<file path="config.mk">
export PLATFORM = sky130hd
export DESIGN_NAME = serial_word_receiver
export DESIGN_NICKNAME = d
export VERILOG_FILES = /design/src/rtl/sonar_rx_pkg.sv /design/src/rtl/pin_sync.sv /design/src/rtl/serial_word_receiver.sv
export SDC_FILE = /design/constraint.sdc
export NUM_CORES = 1
export LEC_CHECK = 0
export BUFFER_PORTS_ARGS = -buffer_cell sky130_fd_sc_hd__buf_4
export CAP_MARGIN = 20
export CORE_MARGIN = 5
export CORE_UTILIZATION = 35
export CTS_BUF_LIST = sky130_fd_sc_hd__clkbuf_4
export CTS_CLUSTER_DIAMETER = 30
export DETAILED_ROUTE_END_ITERATION = 10
export PLACE_DENSITY = 0.52
export SLEW_MARGIN = 20
export SYNTH_ARGS = -nofsm -noshare
export SYNTH_HDL_FRONTEND = slang
export SYNTH_SLANG_ARGS = --single-unit
</file>
<file path="constraint.sdc">
create_clock -name clk -period 2.2 [get_ports clk]
set_input_delay 0.11 -clock clk [delete_from_list [all_inputs] [get_ports clk]]
set_output_delay 0.11 -clock clk [all_outputs]
set_load 0.005 [all_outputs]
</file>
<file path="src/rtl/sonar_rx_pkg.sv">
// sonar_rx_pkg: shared state enum, default sizes and parity helper for the serial word receiver
package sonar_rx_pkg;
    typedef enum logic {IDLE, RECV} rx_state_t;
    localparam int DEF_WORD_W = 32;
    localparam int DEF_ADDR_W = 12;
    function automatic logic even_parity(input logic [63:0] v);
        return ^v;
    endfunction
endpackage

</file>
<file path="src/rtl/pin_sync.sv">
// pin_sync: 2-flop synchroniser with rising-edge detect on the synchronised level
module pin_sync (
    input  logic clk,
    input  logic reset,
    input  logic d,
    output logic level,
    output logic rise
);
    logic [2:0] q;
    always_ff @(posedge clk or negedge reset)
        if (!reset) q <= '0;
        else        q <= {q[1:0], d};
    assign level = q[1];
    assign rise  = q[1] & ~q[2];
endmodule

</file>
<file path="src/rtl/serial_word_receiver.sv">
// serial_word_receiver: serial-to-parallel word receiver with holding buffer, timeout and overrun;
// defining SERIAL_WORD_RECEIVER_PARITY_EN appends an even-parity bit to each frame
module serial_word_receiver
    import sonar_rx_pkg::*;
#(
    parameter int WORD_W    = DEF_WORD_W,
    parameter int ADDR_W    = DEF_ADDR_W,
    parameter bit MSB_FIRST = 1'b1,
    parameter int TIMEOUT   = 1023
) (
    input  logic              clk,
    input  logic              reset,
    input  logic              data_pin,
    input  logic              data_on_pin,
    input  logic              word_ack,
    output logic              ready,
    output logic [WORD_W-1:0] out,
    output logic [ADDR_W-1:0] addr,
    output logic              overrun,
    output logic              frame_err
);
`ifdef SERIAL_WORD_RECEIVER_PARITY_EN
    localparam int FRAME_W = WORD_W + 1;
`else
    localparam int FRAME_W = WORD_W;
`endif
    localparam int CW = $clog2(WORD_W + 1);
    localparam logic [CW-1:0] LAST = CW'(FRAME_W - 1);
    localparam logic [15:0] TO_LIM = 16'(TIMEOUT);

    rx_state_t state, state_nx;
    logic [WORD_W-1:0] sr, sr_nx, word;
    logic [CW-1:0] cnt;
    logic [15:0] to_cnt;
    logic [ADDR_W-1:0] addr_cnt;
    logic [1:0] dq;
    logic cap, unused_level, last, done, par_ok, abort, accept, drop;

    pin_sync u_strobe (.clk(clk), .reset(reset), .d(data_on_pin), .level(unused_level), .rise(cap));

    always_comb begin
        sr_nx    = MSB_FIRST ? {sr[WORD_W-2:0], dq[1]} : {dq[1], sr[WORD_W-1:1]};
        last     = cnt == LAST;
        done     = cap && last;
`ifdef SERIAL_WORD_RECEIVER_PARITY_EN
        word     = sr;
        par_ok   = even_parity(64'(sr)) == dq[1];
`else
        word     = sr_nx;
        par_ok   = 1'b1;
`endif
        abort    = state == RECV && !cap && to_cnt == TO_LIM;
        accept   = done && par_ok && (!ready || word_ack);
        drop     = done && par_ok && ready && !word_ack;
        state_nx = cap ? (last ? IDLE : RECV) : (abort ? IDLE : state);
    end

    always_ff @(posedge clk or negedge reset)
        if (!reset) state <= IDLE;
        else        state <= state_nx;

    // data is synchronised alongside the strobe so it lines up with the detected rise
    always_ff @(posedge clk or negedge reset)
        if (!reset) begin
            dq        <= '0;
            sr        <= '0;
            cnt       <= '0;
            to_cnt    <= '0;
            addr_cnt  <= '0;
            ready     <= 1'b0;
            out       <= '0;
            addr      <= '0;
            overrun   <= 1'b0;
            frame_err <= 1'b0;
        end else begin
            dq        <= {dq[0], data_pin};
            sr        <= (done || abort) ? '0 : cap ? sr_nx : sr;
            cnt       <= (done || abort) ? '0 : cap ? cnt + 1'b1 : cnt;
            to_cnt    <= (state == RECV && !cap && !abort) ? to_cnt + 1'b1 : '0;
            ready     <= accept | (ready & ~word_ack);
            overrun   <= overrun | drop;
            frame_err <= abort | (done & ~par_ok);
            if (accept) begin
                out      <= word;
                addr     <= addr_cnt;
                addr_cnt <= addr_cnt + 1'b1;
            end
        end
endmodule

</file>
==> impl_metrics.csv, run 1 <==
group,metric,value,unit
placed_design,port_buffers,51,
clock_tree,cts_inserted_buffers,17,
worst_setup_path,r2r_start,"to_cnt[13]",
timing,setup_viol,0,
synthesis,ys_seq_area_share,64.2,%
detailed_routing,ant_nets,0,
outcome,outcome,"finished clean",
timing,slew_violations,0,
placed_design,placed_cell_area,5310,sq um
timing,fin_worst_skew,0.0194,ns
power_and_ir_drop,p_leak,2.75,nW
detailed_routing,num_vias,2851,
synthesis,synth_edf_count,0,
layout,final.fill_count,1170,
grt,overflow,0,
clock_tree,cts_sinks,118,
layout,syn2layout_area_growth,22.4,%
detailed_routing,first_pass_iters,4,
worst_setup_path,slowest_stage,"or4_1",
synthesis,syn_nets,338,
detailed_routing,routed_wl,8.47,mm
power_and_ir_drop,p_per_area,709,nW/um^2
die,start_util,36.0,%
detailed_routing,drc,0,
die,ios,52,
detailed_routing,viasPerCell,4.76,
timing,rsz0062_at_grt,"no",
die,die_y,125,microns
worst_setup_path,critical_path.cell_chain,"or4_1 -> or4_4 -> o21a_4 -> buf_12 -> a22o_2",
timing,tns,0,ns
clock_tree,cts_htree_levels,4,
placed_design,dp_hpwl,5.32,mm
layout,drive_gt1_share,36.9,%
die,rows,41,
synthesis,synth_area_leaders,"dfrtp_1 64%, mux2_2 11%, a22o_1 5.5%",
synthesis,post-synth-top-area-cell,"dfrtp_1",
flow_run,cap_violations,0,
worst_setup_path,critPathKind,"flop to flop",
die,die_x,125,microns
detailed_routing,drtIter0Drc,112,
power_and_ir_drop,max-vdd-ir-drop,0.220,mV
timing,slew_headroom,57.0,%
timing,hold_viol_final,0,
worst_setup_path,critical_path_required,2.61,ns
worst_setup_path,critPathLaunchType,"flop",
synthesis,ys_dominant_reg_cell,"dfrtp_1",
synthesis,yosys_warnings,0,
hold_path,min_path_type,"input pin to async pin",
worst_setup_path,cp-end-kind,"flop",
layout,multi_input_area,1560,sq um
layout,seqCellArea,2950,sq um
clock_tree,clk_path_buf_depth,2,
grt,grt.total_usage,11.5,%
synthesis,syn-cell-area,4600,sq um
synthesis,ys_ff_latch,118,
clock_tree,cts_root_buffer,"clkbuf_4",
timing,timing.final.crit_share,96.4,%
worst_setup_path,critPathMaxStageDelay,0.51,ns
synthesis,async_flop_share,100,%
power_and_ir_drop,power.total,3.99,mW
clock_tree,cts.clk_slew.worst_paths,0.10,ns
placed_design,gp_congestion,0.770,
timing,timing.final.crit_period,2.12,ns
grt,grt_pass1_vias,2911,
worst_setup_path,critPathMaxFanout,17,
timing,fmax,0.472,GHz
worst_setup_path,rrSetupSlack,0.08,ns
die,core-area,12800,sq um
layout,final_nets,421,
synthesis,syn_inst,330,
grt,grt_pass1_wl,14.5,mm
worst_setup_path,reg2regPathDepth,5,
grt,antenna_found_initial,1,
layout,layout_common_cells,"118 x dfrtp_1, 69 x buf_4, 46 x mux2_2",
clock_tree,worstSkewPairLatency,0.52,ns
worst_setup_path,r2r_end,"sr[28]",
die,dieArea,15500,sq um
layout,final_common_cell,"dfrtp_1",
synthesis,avgSynthCellArea,13.9,sq um
detailed_routing,wl_per_cell,14.1,microns
worst_setup_path,worst_ep_arrival_time,2.53,ns
clock_tree,cts_tree,"yes",
timing,worst_slew_pin_slew,0.645,ns
grt,grt_max_degree,119,
synthesis,yosysUniqueCellTypes,36,
layout,postLayoutCellArea,5630,sq um
synthesis,netlist.area_leader.share,64.2,%
## flip-flops by register name, summed over array words and instances, names as in the netlist
signal,count
addr,12
to_cnt,16
state,1
sr,31
overrun,1
cnt,6
u_strobe.q,3
frame_err,1
ready,1
addr_cnt,12
dq,2
out,32
## Yosys cell counts, drive strengths merged, types with 2 or more instances
cell	instances
a21o	3
a21oi	2
a22o	32
and2	2
and3	3
buf	5
clkbuf	8
dfrtp	118
ha	3
inv	5
mux2	46
nand2	9
nand3	12
nand4	7
nor2	21
nor3	4
nor4	7
o21ai	4
or3	2
or4	2
xnor2	22
xor2	3
## per-stage QoR
stage          worst slack (ns)  cells  hold slack [ns]  utilization (%)
2_1_floorplan           0.00481    330           -0.186                -
3_3_place_gp             0.0430    560            0.223             41.5
3_5_place_dp             0.0166    560            0.221             41.5
4_1_cts                 0.00301    596            0.181             43.7
5_1_grt                 0.00727    599            0.205             44.1
6_report                 0.0798    599            0.183             44.1
## metal layers
metal	routed length (microns)	share of wire, %	global-route usage (%)	vias to the layer above
met4	155	1.8	5.22	0
met2	3730	44	16.2	55
met1	4220	50	15.6	1424
met3	354	4.2	4.67	13
met5	0	0	0	-
li1	-	-	-	1359
## how the worst max path moves through the flow
stage | start | end | slack [ns] | depth (start not counted)
4_1_cts | to_cnt[1] | sr[28] | 0.003 | 6
3_3_place_gp | to_cnt[0] | sr[27] | 0.04 | 6
6_report | to_cnt[13] | sr[28] | 0.08 | 5
2_1_floorplan | to_cnt[0] | cnt[1] | 0.005 | 7
3_5_place_dp | to_cnt[1] | sr[26] | 0.02 | 6
5_1_grt | to_cnt[13] | sr[28] | 0.007 | 5
## final cells by class
class,instances,area share (%)
antenna,1,0.0444
tap,172,3.82
clock buffer,21,2.80
timing repair buffer,77,11.4
sequential,118,52.4
multi-input combinational,194,27.6
clock inverter,11,1.51
inverter,5,0.333
## cell families (layout without fill, tap and decap cells)
| logic type | count (synthesis) | after routing | share of synthesized area [%] |
|---|---|---|---|
| xor gates and xnor gates | 25 | 25 | 4.76 |
| other | 0 | 1 | 0 |
| and+or+nand+nor | 76 | 76 | 8.68 |
| buffers and inverters | 18 | 114 | 2.39 |
| AOI/OAI and AO/OA | 43 | 43 | 7.67 |
| adders and majority gates | 3 | 3 | 0.816 |
| DFF | 118 | 118 | 64.2 |
| muxes | 47 | 47 | 11.5 |
## report_power, final
group          internal [mW]  switching [mW]  leakage, nW
clock network          0.592           0.752        0.136
logic                  0.137           0.139         1.00
registers               2.27          0.0992         1.61
## timing repair
item                                   4_1_cts  5_1_grt
setup buffers                                0        1
endpoints found under the hold margin      121        0
gates resized for setup                      0        1
setup endpoints to repair                    0       33
hold buffers                                 4        0
## critical path: cells and delay by family, from the launching register on
| kind | cells | cell delay [ns] |
|---|---|---|
| AOI/OAI and AO/OA | 2 | 0.46 |
| DFF | 1 | 0.38 |
| and+or+nand+nor | 2 | 1.01 |
| buffers and inverters | 1 | 0.15 |
No activity file was read; power rests on OpenSTA's default activity.
==> run 2: changes to the inputs <==
--- a/config.mk
+++ b/config.mk
@@ -7,12 +7,14 @@
 export LEC_CHECK = 0
 export BUFFER_PORTS_ARGS = -buffer_cell sky130_fd_sc_hd__buf_4
 export CAP_MARGIN = 20
+export CELL_PAD_IN_SITES_DETAIL_PLACEMENT = 1
+export CELL_PAD_IN_SITES_GLOBAL_PLACEMENT = 1
 export CORE_MARGIN = 5
 export CORE_UTILIZATION = 35
 export CTS_BUF_LIST = sky130_fd_sc_hd__clkbuf_4
 export CTS_CLUSTER_DIAMETER = 30
 export DETAILED_ROUTE_END_ITERATION = 10
-export PLACE_DENSITY = 0.52
+export PLACE_DENSITY = 0.74
 export SLEW_MARGIN = 20
 export SYNTH_ARGS = -nofsm -noshare
 export SYNTH_HDL_FRONTEND = slang
==> run 2 against run 1 <==
Against the previous run: fmax decreased by 0.93%; highest routed layer unchanged; count of clock-buffer cells in the layout decreased by 1; largest power group unchanged; non-clock buffer count decreased by 1.
==> impl_metrics.csv, run 2 (synthesis results as in run 1) <==
group,metric,value,unit
power_and_ir_drop,swShare,24.0,%
placed_design,dpl.cell_count,561,
layout,final_nets,420,
power_and_ir_drop,p_switching,1.02,mW
clock_tree,cts_tree,"yes",
detailed_routing,top_layer_used,"met4",
worst_setup_path,critPathKind,"flop to flop",
die,rows,41,
grt,grt.total_usage,12.7,%
die,die_x,125,microns
timing,timing.final.crit_period,2.14,ns
detailed_routing,num_vias,2923,
grt,antenna_found_initial,1,
timing,timing.final.ws_setup,0.0598,ns
outcome,outcome,"finished clean",
grt,grt_max_degree,63,
clock_tree,cts.clk_slew.worst_paths,0.10,ns
layout,instances_no_fill,598,
layout,syn2layout_area_growth,23.1,%
timing,worst_slew_pin_slew,0.552,ns
power_and_ir_drop,power_frac_comb,6.7,%
power_and_ir_drop,p_leak,2.76,nW
power_and_ir_drop,p_clk_share,37.1,%
worst_setup_path,rrSetupSlack,0.06,ns
placed_design,pre_cts_slack,-0.0392,ns
worst_setup_path,critPathMaxStageDelay,0.52,ns
worst_setup_path,critPathMaxFanout,18,
timing,fin_worst_skew,0.0105,ns
worst_setup_path,worst_ep_arrival_time,2.52,ns
detailed_routing,wl_met2,4.49,mm
timing,slew_headroom,63.2,%
timing,fmax,0.467,GHz
timing,timing.final.crit_share,97.3,%
worst_setup_path,crit_family,"simple AND/OR/NAND/NOR gates",
timing,tns,0,ns
die,ios,52,
clock_tree,worstSkewPairLatency,0.49,ns
timing,hold_viol_final,0,
layout,final_common_cell,"dfrtp_1",
power_and_ir_drop,power.total,4.24,mW
power_and_ir_drop,max-vdd-ir-drop,0.240,mV
grt,overflow,0,
clock_tree,cts_root_buffer,"clkbuf_4",
layout,top_register,"out",
timing,slew_violations,0,
clock_tree,cts_inserted_buffers,17,
clock_tree,cts_htree_levels,4,
layout,top_regs,"out: 32 flops, sr: 31 flops, to_cnt: 16 flops",
worst_setup_path,slowest_stage,"or4_1",
placed_design,dp_hpwl,6.22,mm
worst_setup_path,cp-end-kind,"flop",
worst_setup_path,crit_buf_inv,1,
layout,largest_register_ff_count,32,
grt,grt_pass1_vias,3184,
worst_setup_path,critical_path.cell_chain,"or4_1 -> or4_4 -> o21a_4 -> buf_12 -> a22o_2",
layout,drive_gt1_share,36.0,%
clock_tree,clk_path_buf_depth,2,
detailed_routing,drtIter0Drc,192,
worst_setup_path,critPathLaunchType,"flop",
layout,layout_common_cells,"118 x dfrtp_1, 67 x buf_4, 46 x mux2_2",
die,die_y,125,microns
flow_run,cap_violations,0,
timing,hold_ws,0.159,ns
power_and_ir_drop,p_per_area,748,nW/um^2
power_and_ir_drop,p_seq_share,56.2,%
placed_design,port_buffers,51,
timing,setup_viol,0,
grt,grt_pass1_wl,16.1,mm
die,start_util,36.0,%
detailed_routing,wl_per_cell,15.4,microns
detailed_routing,drc,0,
detailed_routing,viasPerCell,4.89,
clock_tree,cts_sinks,118,
die,core-area,12800,sq um
detailed_routing,routed_wl,9.21,mm
power_and_ir_drop,intPower,3.22,mW
detailed_routing,wl_met1,4.19,mm
timing,rsz0062_at_grt,"no",
detailed_routing,ant_nets,0,
placed_design,gp_congestion,0.749,
die,dieArea,15500,sq um
detailed_routing,dr_wl_met3,415,microns
worst_setup_path,critical_path_required,2.58,ns
hold_path,min_path_type,"input pin to async pin",
detailed_routing,first_pass_iters,4,
run 2: stage by stage:
step	util, %	instance area [sq um]
after global routing	44.3	5660
after global placement	41.7	5330
after CTS	44.3	5660
after floorplan	-	4600
final	44.3	5660
after detailed placement	41.7	5330
run 2: cell type report:
cell class / instances / area, sq um
diodes: 1 / 2.50
inverters: 5 / 18.8
well taps: 172 / 215
clock buffers: 20 / 150
flip-flops and latches: 118 / 2950
fillers: 1305 / 7110
repair buffers: 76 / 634
clock inverters: 12 / 134
multi-input cells: 194 / 1560
run 2: worst reg2reg max path, stage by stage (launching register included):
cell and delay [ns]:
dfrtp_1 0.39, or4_1 0.52, or4_4 0.50, o21a_4 0.26, buf_12 0.15, a22o_2 0.20
run 2: worst paths after layout:
check / startpoint / end / cells after the start
min reg2reg: u_strobe.q[0] / u_strobe.q[1] / 0
max in group asynchronous: reset / out[5] / 3
min: reset / addr_cnt[0] / 2
min in group clk: data_on_pin / u_strobe.q[0] / 2
max reg2reg: to_cnt[13] / sr[26] / 5
max: to_cnt[13] / sr[26] / 5
run 2: per-layer routing:
layer | up-vias | track usage [%]
met5 | - | 0
met4 | 0 | 6.00
met3 | 9 | 4.12
met2 | 51 | 19.6
met1 | 1502 | 16.2
li1 | 1361 | -
run 2: power by group through the flow:
| stage | registers, mW | clock network, mW | logic, mW |
|---|---|---|---|
| floorplan | 2.39 | 0 | 0.164 |
| detailed placement | 2.42 | 0 | 0.285 |
| global route | 2.40 | 1.72 | 0.324 |
| CTS | 2.38 | 1.64 | 0.291 |
| global placement | 2.42 | 0 | 0.267 |
| finish | 2.38 | 1.57 | 0.285 |
run 2: what timing repair did:
item,in CTS,in global routing
endpoints found under the setup margin,30,27
endpoints found under the hold margin,42,0
gates resized for setup,2,1
pin swaps,0,2
hold buffers,4,0
buffers inserted,0,0
==> run 3: changes to the inputs <==
==> constraint.sdc (replaced) <==
create_clock -name clk -period 2.2 [get_ports clk]
set_input_delay 0.44 -clock clk [delete_from_list [all_inputs] [get_ports clk]]
set_output_delay 0.44 -clock clk [all_outputs]
set_load 0.005 [all_outputs]
==> run 3 against run 2 <==
Against the previous run: worst hold slack improved by 0.15 ns; largest cell class unchanged; utilization rose by 0.088 points; die area is the same; clock skew up 0.0035 ns; first-iteration DRC count is 20% higher; count of clock-buffer cells in the layout did not move; cell count did not move; critical path depth is the same; design area up 0.20%.
==> impl_metrics.csv, run 3 (synthesis results as in run 1) <==
group,metric,value,unit
layout,final_nets,421,
timing,timing.final.ws_setup,0.0260,ns
timing,slew_headroom,65.3,%
worst_setup_path,cp-end-kind,"flop",
timing,fin_worst_skew,0.0141,ns
detailed_routing,wl_per_cell,16.0,microns
clock_tree,cts_inserted_buffers,17,
worst_setup_path,cp.depth,5,
worst_setup_path,crit_family,"simple AND/OR/NAND/NOR gates",
grt,grt_pass1_vias,3214,
layout,postLayoutCellArea,5670,sq um
placed_design,dpl.cell_count,561,
worst_setup_path,critPathLaunchType,"flop",
detailed_routing,ant_nets,0,
detailed_routing,viasPerCell,4.97,
power_and_ir_drop,p_leak,2.77,nW
placed_design,gp_congestion,0.696,
worst_setup_path,slowest_stage,"or4_4",
worst_setup_path,critPathMaxFanout,16,
grt,antenna_found_initial,0,
placed_design,dp_hpwl,6.73,mm
worst_setup_path,crit_buf_inv,1,
placed_design,pre_cts_slack,-0.00826,ns
layout,n_antenna_cell,0,
die,die_y,125,microns
detailed_routing,routed_wl,9.57,mm
clock_tree,worstSkewPairLatency,0.50,ns
timing,fmax,0.460,GHz
clock_tree,clk_path_buf_depth,2,
power_and_ir_drop,p_per_area,748,nW/um^2
grt,overflow,0,
placed_design,placed_cell_area,5310,sq um
clock_tree,cts.clk_slew.worst_paths,0.10,ns
worst_setup_path,cpMostUsedCell,"or4_4",
worst_setup_path,critical_path.cell_chain,"or4_4 -> or4_4 -> o21a_4 -> buf_12 -> a22o_2",
layout,largest_register_ff_count,32,
layout,layout_common_cells,"118 x dfrtp_1, 69 x buf_4, 46 x mux2_2",
die,ios,52,
timing,rsz0062_at_grt,"yes",
hold_path,min_path_type,"input pin to flop",
worst_setup_path,critical_path_required,2.59,ns
worst_setup_path,critPathKind,"flop to flop",
grt,grt.total_usage,13.0,%
flow_run,cap_violations,0,
placed_design,port_buffers,51,
worst_setup_path,r2r_start,"to_cnt[13]",
worst_setup_path,startpoint,"to_cnt[13]",
clock_tree,cts_htree_levels,4,
clock_tree,cts_root_buffer,"clkbuf_4",
layout,top_register,"out",
timing,timing.final.crit_period,2.17,ns
layout,top_regs,"out: 32 flops, sr: 31 flops, to_cnt: 16 flops",
timing,timing.final.crit_share,98.8,%
timing,slew_violations,0,
grt,grt_max_degree,41,
layout,syn2layout_area_growth,23.4,%
detailed_routing,num_vias,2970,
timing,hold_viol_final,0,
die,die_x,125,microns
worst_setup_path,worst_ep_arrival_time,2.56,ns
die,start_util,36.0,%
die,dieArea,15500,sq um
detailed_routing,drtIter0Drc,231,
worst_setup_path,reg2regPathDepth,5,
detailed_routing,drc,0,
die,rows,41,
power_and_ir_drop,max-vdd-ir-drop,0.216,mV
detailed_routing,first_pass_iters,4,
timing,hold_ws,0.308,ns
outcome,outcome,"finished clean",
grt,grt_pass1_wl,16.6,mm
worst_setup_path,rrSetupSlack,0.03,ns
timing,setup_viol,0,
worst_setup_path,critPathMaxStageDelay,0.53,ns
clock_tree,cts_sinks,118,
clock_tree,cts_tree,"yes",
layout,drive_gt1_share,37.1,%
worst_setup_path,r2r_end,"sr[26]",
layout,final_common_cell,"dfrtp_1",
timing,worst_slew_pin_slew,0.521,ns
layout,instances_no_fill,598,
worst_setup_path,crit_end,"sr[26]",
die,core-area,12800,sq um
power_and_ir_drop,power.total,4.25,mW
-- run 3: cell type report --
type	count	area, sq um
clock buffer	20	150
clock inverter	12	135
fill	1323	7100
inverter	5	18.8
multi-input combinational	194	1560
sequential	118	2950
tap	172	215
timing repair buffer	77	643
-- run 3: what timing repair did --
action                     CTS  global route
gates cloned                 0             0
setup endpoints to repair   30            36
gates resized for setup      4             4
hold endpoints to repair    38             0
buffers inserted             0             2
pin swaps                    0             3
hold buffers                 3             0
-- run 3: worst min-delay path, stage by stage --
cell	delay, ns
buf_4	0.08
nor2b_1	0.08
a21o_1	0.17
-- run 3: how the worst min path moves through the flow --
stage	start	end	slack (ns)	depth (start not counted)
3_5_place_dp	dq[0]	dq[1]	0.34	0
6_report	word_ack	overrun	0.31	3
5_1_grt	word_ack	overrun	0.27	3
4_1_cts	word_ack	overrun	0.25	3
3_3_place_gp	u_strobe.q[0]	u_strobe.q[1]	0.34	0
2_1_floorplan	reset	addr[0]	0.14	0
-- run 3: through the flow --
| step | util, % | TNS (ns) |
|---|---|---|
| after global routing | 44.4 | -0.0181 |
| after detailed placement | 41.6 | -0.0207 |
| final | 44.4 | 0 |
| after global placement | 41.6 | 0 |
| after CTS | 44.2 | 0 |
| after floorplan | - | 0 |
-- run 3: per-layer routing --
| layer | global-route usage (%) | up-vias | share of wire (%) |
|---|---|---|---|
| li1 | - | 1356 | - |
| met1 | 16.8 | 1536 | 45 |
| met2 | 20.5 | 60 | 48 |
| met3 | 4.07 | 18 | 4.7 |
| met4 | 5.09 | 0 | 1.8 |
| met5 | 0 | - | 0 |
-- run 3: power by group --
group | internal, mW | leakage, nW | total [mW] | switching (mW)
registers | 2.27 | 1.61 | 2.38 | 0.107
clock network | 0.805 | 0.153 | 1.57 | 0.767
logic | 0.145 | 1.00 | 0.292 | 0.147
